--- config.mk ---
export PLATFORM = sky130hd
export DESIGN_NAME = pc_sequencer
export DESIGN_NICKNAME = d
export VERILOG_FILES = /design/src/rtl/pc_sequencer.sv
export SDC_FILE = /design/constraint.sdc
export NUM_CORES = 1
export LEC_CHECK = 0
export CAP_MARGIN = 20
export CORE_MARGIN = 2
export CORE_UTILIZATION = 42
export DETAILED_ROUTE_END_ITERATION = 16
export PLACE_DENSITY = 0.94
export RECOVER_POWER = 100
export SLEW_MARGIN = 15
export SYNTH_ARGS = -nofsm -noshare
export SYNTH_HDL_FRONTEND = slang
export SYNTH_SLANG_ARGS = --single-unit
--- constraint.sdc ---
create_clock -name clk -period 3 [get_ports clk]
set_input_delay 0.9 -clock clk [delete_from_list [all_inputs] [get_ports clk]]
set_output_delay 0.9 -clock clk [all_outputs]
set_load 0.005 [all_outputs]
--- src/rtl/pc_sequencer.sv ---
// Program counter and instruction-fetch sequencer: owns the PC, runs the fetch handshake and holds the instruction until execute retires it.
// Optional return stack (call/ret ports, stack_err) when PC_CALL_STACK_EN is defined.
module pc_sequencer #(
    parameter int              AW          = 8,
    parameter int              DW          = 8,
    parameter logic [AW-1:0]   RESET_PC    = '0
`ifdef PC_CALL_STACK_EN
    ,parameter int             STACK_DEPTH = 4
`endif
) (
    input  logic          clk,
    input  logic          rst_n,
    input  logic          run_i,
    input  logic          jmp_i,
    input  logic          pc_inc_i,
    input  logic [AW-1:0] jmp_addr_i,
    input  logic          step_done_i,
    input  logic          halt_i,
    output logic          mem_req_o,
    output logic [AW-1:0] mem_addr_o,
    input  logic          mem_ack_i,
    input  logic [DW-1:0] mem_data_i,
    output logic [DW-1:0] instr_o,
    output logic          instr_valid_o,
    output logic [AW-1:0] pc_o,
    output logic          halted_o
`ifdef PC_CALL_STACK_EN
    ,input  logic         call_i
    ,input  logic         ret_i
    ,output logic         stack_err_o
`endif
);

    // state   | meaning
    // S_IDLE  | parked, waiting for run
    // S_FETCH | mem_req high at pc, waiting for mem_ack
    // S_EXEC  | instr valid, waiting for step_done
    // S_HALT  | stopped until rst_n
    localparam logic [1:0] S_IDLE  = 2'd0;
    localparam logic [1:0] S_FETCH = 2'd1;
    localparam logic [1:0] S_EXEC  = 2'd2;
    localparam logic [1:0] S_HALT  = 2'd3;

    logic [1:0]    state_q, state_d;
    logic [AW-1:0] pc_q, pc_d;
    logic [DW-1:0] instr_q, instr_d;
    logic          instr_valid_q, instr_valid_d;
    logic [AW-1:0] pc_plus1;

    assign pc_plus1 = pc_q + AW'(1);

`ifdef PC_CALL_STACK_EN
    localparam int SPW  = $clog2(STACK_DEPTH + 1);
    localparam int PTRW = (STACK_DEPTH > 1) ? $clog2(STACK_DEPTH) : 1;

    logic [AW-1:0]   stack_q [STACK_DEPTH];
    logic [SPW-1:0]  sp_q, sp_d;
    logic            err_q, err_d;
    logic            push;
    logic [PTRW-1:0] push_idx, pop_idx;
    logic            stack_full, stack_empty;

    assign push_idx    = PTRW'(sp_q);
    assign pop_idx     = PTRW'(sp_q - SPW'(1));
    assign stack_full  = (sp_q == SPW'(STACK_DEPTH));
    assign stack_empty = (sp_q == '0);
`endif

    always_comb begin
        state_d       = state_q;
        pc_d          = pc_q;
        instr_d       = instr_q;
        instr_valid_d = instr_valid_q;
`ifdef PC_CALL_STACK_EN
        sp_d          = sp_q;
        err_d         = err_q;
        push          = 1'b0;
`endif
        case (state_q)
            S_IDLE: begin
                if (run_i) begin
                    state_d = S_FETCH;
                end
            end
            S_FETCH: begin
                // run is not consulted here: a started fetch always completes
                if (mem_ack_i) begin
                    instr_d       = mem_data_i;
                    instr_valid_d = 1'b1;
                    state_d       = S_EXEC;
                end
            end
            S_EXEC: begin
                if (step_done_i) begin
                    instr_valid_d = 1'b0;
                    state_d       = run_i ? S_FETCH : S_IDLE;
                    if (halt_i) begin
                        state_d = S_HALT;
                    end
`ifdef PC_CALL_STACK_EN
                    else if (ret_i) begin
                        if (stack_empty) begin
                            err_d = 1'b1;
                            pc_d  = pc_plus1;
                        end else begin
                            sp_d = sp_q - SPW'(1);
                            pc_d = stack_q[pop_idx];
                        end
                    end
                    else if (call_i) begin
                        if (stack_full) begin
                            err_d = 1'b1;
                            pc_d  = pc_plus1;
                        end else begin
                            push = 1'b1;
                            sp_d = sp_q + SPW'(1);
                            pc_d = jmp_addr_i;
                        end
                    end
`endif
                    else if (jmp_i) begin
                        pc_d = jmp_addr_i;
                    end
                    else if (pc_inc_i) begin
                        pc_d = pc_plus1;
                    end
                end
            end
            S_HALT: begin
                state_d = S_HALT;
            end
            default: begin
                state_d = S_IDLE;
            end
        endcase
    end

    always_ff @(posedge clk or negedge rst_n) begin
        if (!rst_n) begin
            state_q       <= S_IDLE;
            pc_q          <= RESET_PC;
            instr_q       <= '0;
            instr_valid_q <= 1'b0;
        end else begin
            state_q       <= state_d;
            pc_q          <= pc_d;
            instr_q       <= instr_d;
            instr_valid_q <= instr_valid_d;
        end
    end

`ifdef PC_CALL_STACK_EN
    always_ff @(posedge clk or negedge rst_n) begin
        if (!rst_n) begin
            sp_q  <= '0;
            err_q <= 1'b0;
            for (int i = 0; i < STACK_DEPTH; i++) begin
                stack_q[i] <= '0;
            end
        end else begin
            sp_q  <= sp_d;
            err_q <= err_d;
            if (push) begin
                stack_q[push_idx] <= pc_plus1;
            end
        end
    end

    assign stack_err_o = err_q;
`endif

    // mem_req decodes straight from state so an async reset drops it with no clock edge
    assign mem_req_o     = (state_q == S_FETCH);
    assign mem_addr_o    = pc_q;
    assign instr_o       = instr_q;
    assign instr_valid_o = instr_valid_q;
    assign pc_o          = pc_q;
    assign halted_o      = (state_q == S_HALT);

endmodule

# Word-level counts from Yosys, hierarchy flattened
# Cells that the tools add are included.
# W data, S select, Z words.
op_classes:
  n_addsub: 1
  n_eq_ne: 6
  muxes: 11
  n_bitwise: 1
  n_reduce_logical: 7
ops:
  columns: ["cell", "n"]
  rows:
  - ["$mux W8", 2]
  - ["$add A8 B1 Y8 const B", 1]
  - ["$mux W2", 4]
  - ["$pmux W2 S4", 1]
  - ["$reduce_and A3 Y1", 2]
  - ["$eq A2 B2 Y1 const B", 2]
  - ["$ne A2 B2 Y1 const B", 2]
  - ["$reduce_and A4 Y1", 1]
  - ["$reduce_bool A2 Y1", 2]
  - ["$mux W1", 3]
  - ["$eq A2 B1 Y1 const B", 1]
  - ["$logic_not A2 Y1", 1]
  - ["$ne A2 B1 Y1 const B", 1]
  - ["$pmux W1 S2", 1]
  - ["$reduce_and A2 Y1", 1]
  - ["$not A1 Y1", 1]
totals:
  reg_bits: 19
  in_bits: 24
  output_inout_bits: 27
  elab_cells: 30

# Depth between registers and ports, before layout
logic_depth:
  ltp_word: 4
  ltp_mapped: 6
  depth_no_buf: 5

# Worst setup path after synthesis
# Ideal clock, no wire load.
synth_timing:
  kind: "input to register"
  from: "in jmp_i"
  to: "reg pc_q[2], in the netlist mem_addr_o[2]"
  setup_time_ns: 0.121
  t_arrival_ns: 1.767
  slack_ns: 1.112
  path_stages: 5
  path_buffers: 1
  path_cell_list: "buf_2 -> nor2_1 -> nor4_4 -> o21ai_1 -> a22o_1"
synth_between:
  elab_chain_cells: 2
  elab_cells_between_ends: 3
  classes_between: "mux (1); reduce/logical (2)"
synth_lines:
  columns: ["item", "line", "rtl"]
  rows:
  - ["start, declared", "14", "input logic jmp_i,"]
  - ["$reduce_bool A2 Y1 (no source line)", null, null]
  - ["$reduce_and A4 Y1 (no source line)", null, null]
  - ["end signal, assigned", "146", "pc_q <= pc_d;"]
  - ["end, declared", "45", "logic [AW-1:0] pc_q, pc_d;"]
# Several ways; a longest one is shown, not always the timed one.
# A chain may end at the register's enable or synchronous reset.

# Final worst setup path
layout_timing:
  from: "reg state_q[0]"
  to: "out mem_req_o"
layout_between:
  elab_chain_cells: 1
layout_lines:
  columns: ["item", "line", "rtl"]
  rows:
  - ["start, declared", "44", "logic [1:0] state_q, state_d;"]
  - ["start signal, assigned", "145", "state_q <= state_d;"]
  - ["$eq A2 B1 Y1", "173", "assign mem_req_o = (state_q == S_FETCH);"]
  - ["end, declared", "19", "output logic mem_req_o,"]
# Every way passes these cells.

==> results list <==
* Outcome: finished clean
- Setup violation total in the final timing report: 0
- TritonCTS built the clock tree.
- Worst clock skew: 0.00363 ns
- At the worst endpoint, the arrival time is 1.58 ns.
- Synth top area share: 0.462
- GRT Resource Usage Total: 0.182
* Accumulated negative setup slack: 0 ns
* Total number of vias: 928
* Buffers added on ports: 50
* Peak fanout along the critical path: 9
- Of the synthesized area, sequential elements account for 0.462.
- Remaining Overflow, GRT: 0
- Cell area after technology mapping: 1030 um2
- The number of antenna diodes in the final layout is 0.
- Counting every net in the synthesized netlist gives 127.
- dfrtp_1 takes more of the synthesized area than any other cell.
- Overall die height: 53.5 um
- The most used flip-flop cell after synthesis is dfrtp_1.
- Total routed wirelength: 2360 um
- Dividing total power by cell area gives a power density of 620 nW/um2.
- # DRC: 0
* Clock transition at path regs: 0.11 ns
- Setup repair after global routing left no endpoint under its margin.
- The final number of max-transition violations came to 0.
- Max Root-Sink Buffers: 2
- Cells taking the most area after synthesis: dfrtp_1 (46%), mux2_2 (8.8%), buf_4 (6.6%)
- The die is 53.5 um wide.
* Detailed placement HPWL: 1920 um
* Initial Util: 0.456
- Largest net degree at the start of global routing: 20
- The final layout contains 172 nets.
- dfrtp_1 is the most common cell in the netlist.
- Required time of the worst setup path: 2.10 ns
* Standby leakage power: 0.659 nW
- EDFF count, synth: 0
- Area growth from synthesis to layout: 46.7%
* Number of levels the H-tree was split into: 1
* Share of final-layout standard cells stronger than drive strength 1: 0.130
* Cells resized by post-CTS repair: 0
- Peak Freq: 403 MHz
* Cell area reported after detailed placement: 1490 um2
- By count the netlist is led by dfrtp_1 (19), a21oi_1 (12), buf_4 (9), nor2_1 (9), mux2_2 (8).
- Final cycle utilization of the critical path: 0.826
- The final hold violation count was 0.
* Top-level I/O count: 51
* Number of buffers added by the clock tree synthesis step: 3
* Fraction of registers with async set/reset: 1.00
* DR WL/cell: 13.5 um
* Standard cell core area: 2250 um2
* Total of warnings raised by yosys: 0
- Slew at the pin with the worst max-slew slack: 0.850 ns
* WS Path Type: register to output pin
- Via-per-instance ratio: 5.33
- The congestion estimate from routability-driven global placement came to 0.887.
- Slew margin rel.: 0.432
* Maximum resistive drop on vdd: 0.516 mV
* Startpoint kind of the worst setup timing path: register
- The number of hold buffers added after CTS was 0.
- Synthesis handed over a netlist of 102 instances.
* Mean instance size in the synthesized netlist: 10.1 um2
- Vias in the first global route: 879
* Hold Crit Class: register to register
- The clock net in this run drives a total of 19 sinks.
- The first global-routing pass estimated 3800 um of wire.
* Min Clock Period, post-route: 2.48 ns
* Post-CTS Setup Bufs: 0
- Total die area: 2860 um2
* First-pass DRT Iterations: 4
- The later pin in the worst-skew pair is clocked with a latency of 0.29 ns.
* Synth unique cells: 26
- Synthesis inferred 19 register bits.
- In this run, the number of DRC markers left after iteration 0 of detailed routing was 35.
- Final non-filler cell area: 1510 um2
* Remaining antenna violation count after routing: 0
- The worst setup path is captured at an output pin.
- Number of placement rows: 17
* Cell at the root of the clock tree: clkbuf_4
* Number of antenna violations at the first check in global routing: 0
* Max-Cap Viols: 0
[per-stage QoR]
step,power [W],hold WS (ns),utilization,setup slack (ns),cells
finish,0.000935,0.514,0.669,0.521,174
global route,0.00101,0.535,0.669,0.426,174
CTS,0.000999,0.522,0.673,0.580,174
detailed placement,0.000874,0.497,0.661,0.495,170
global placement,0.000852,0.486,0.661,0.552,170
floorplan,0.000595,0.504,-,1.11,102
[power by group]
group | switching (W) | total (W) | internal (W)
Sequential | 0.0000789 | 0.000425 | 0.000346
Clock | 0.0000771 | 0.000127 | 0.0000495
Combinational | 0.000129 | 0.000383 | 0.000254
[area by class of cell]
type | instances | area [um2]
clock inverter | 1 | 5.00
inverter | 4 | 15.0
tap | 28 | 35.0
clock buffer | 3 | 22.5
fill | 188 | 746
timing repair buffer | 52 | 512
sequential | 19 | 475
multi-input combinational | 67 | 444
[sequential cells by signal (all words and copies together), names as in the netlist]
register,cells
state_q,2
mem_addr_o,8
instr_o,8
instr_valid_o,1
[cell usage in the layout (no fill, tap or decap), types with 3 or more instances in the layout]
| cell type | synthesis | layout |
|---|---|---|
| dlygate4sd3_1 | 0 | 30 |
| clkdlybuf4s50_1 | 0 | 20 |
| dfrtp_1 | 19 | 19 |
| a21oi_1 | 12 | 12 |
| nor2_1 | 9 | 9 |
| nand2_1 | 5 | 7 |
| mux2_2 | 8 | 7 |
| o21ai_0 | 6 | 7 |
| nand3_1 | 5 | 5 |
| inv_1 | 4 | 4 |
| clkbuf_4 | 0 | 3 |
[metal layers]
| metal | routed length (um) | GRT usage |
|---|---|---|
| met2 | 1150 | 0.307 |
| met1 | 915 | 0.211 |
| met4 | 29 | 0.0983 |
| met3 | 260 | 0.0424 |
| met5 | 0 | 0 |
[final timing paths]
path,start,to,slack [ns],depth (start not counted)
min in group asynchronous,rst_n,mem_addr_o[5]$_DFFE_PN0P_,1.15,1
max,state_q[0]$_DFFE_PN0P_,mem_req_o,0.52,2
max reg2reg,state_q[1]$_DFFE_PN0P_,mem_addr_o[7]$_DFFE_PN0P_,1.24,5
min,instr_o[7]$_DFFE_PN0P_,instr_o[7]$_DFFE_PN0P_,0.51,1
min reg2reg,instr_o[7]$_DFFE_PN0P_,instr_o[7]$_DFFE_PN0P_,0.51,1
max in group asynchronous,rst_n,mem_addr_o[1]$_DFFE_PN0P_,1.33,1
[worst max-delay path, stage by stage, from the launching register on]
cell and delay [ns]:
dfrtp_1 0.49, and2b_2 0.23, dlygate4sd3_1 0.56
[kinds of logic after synthesis]
kind of cell / after synthesis / synth area share
simple gates: 30 / 0.163
compound gates: 26 / 0.154
flops: 19 / 0.462
buf+inv: 16 / 0.101
mux: 10 / 0.107
fa+ha+maj: 1 / 0.0122
Power figures use the tool's default switching activity.
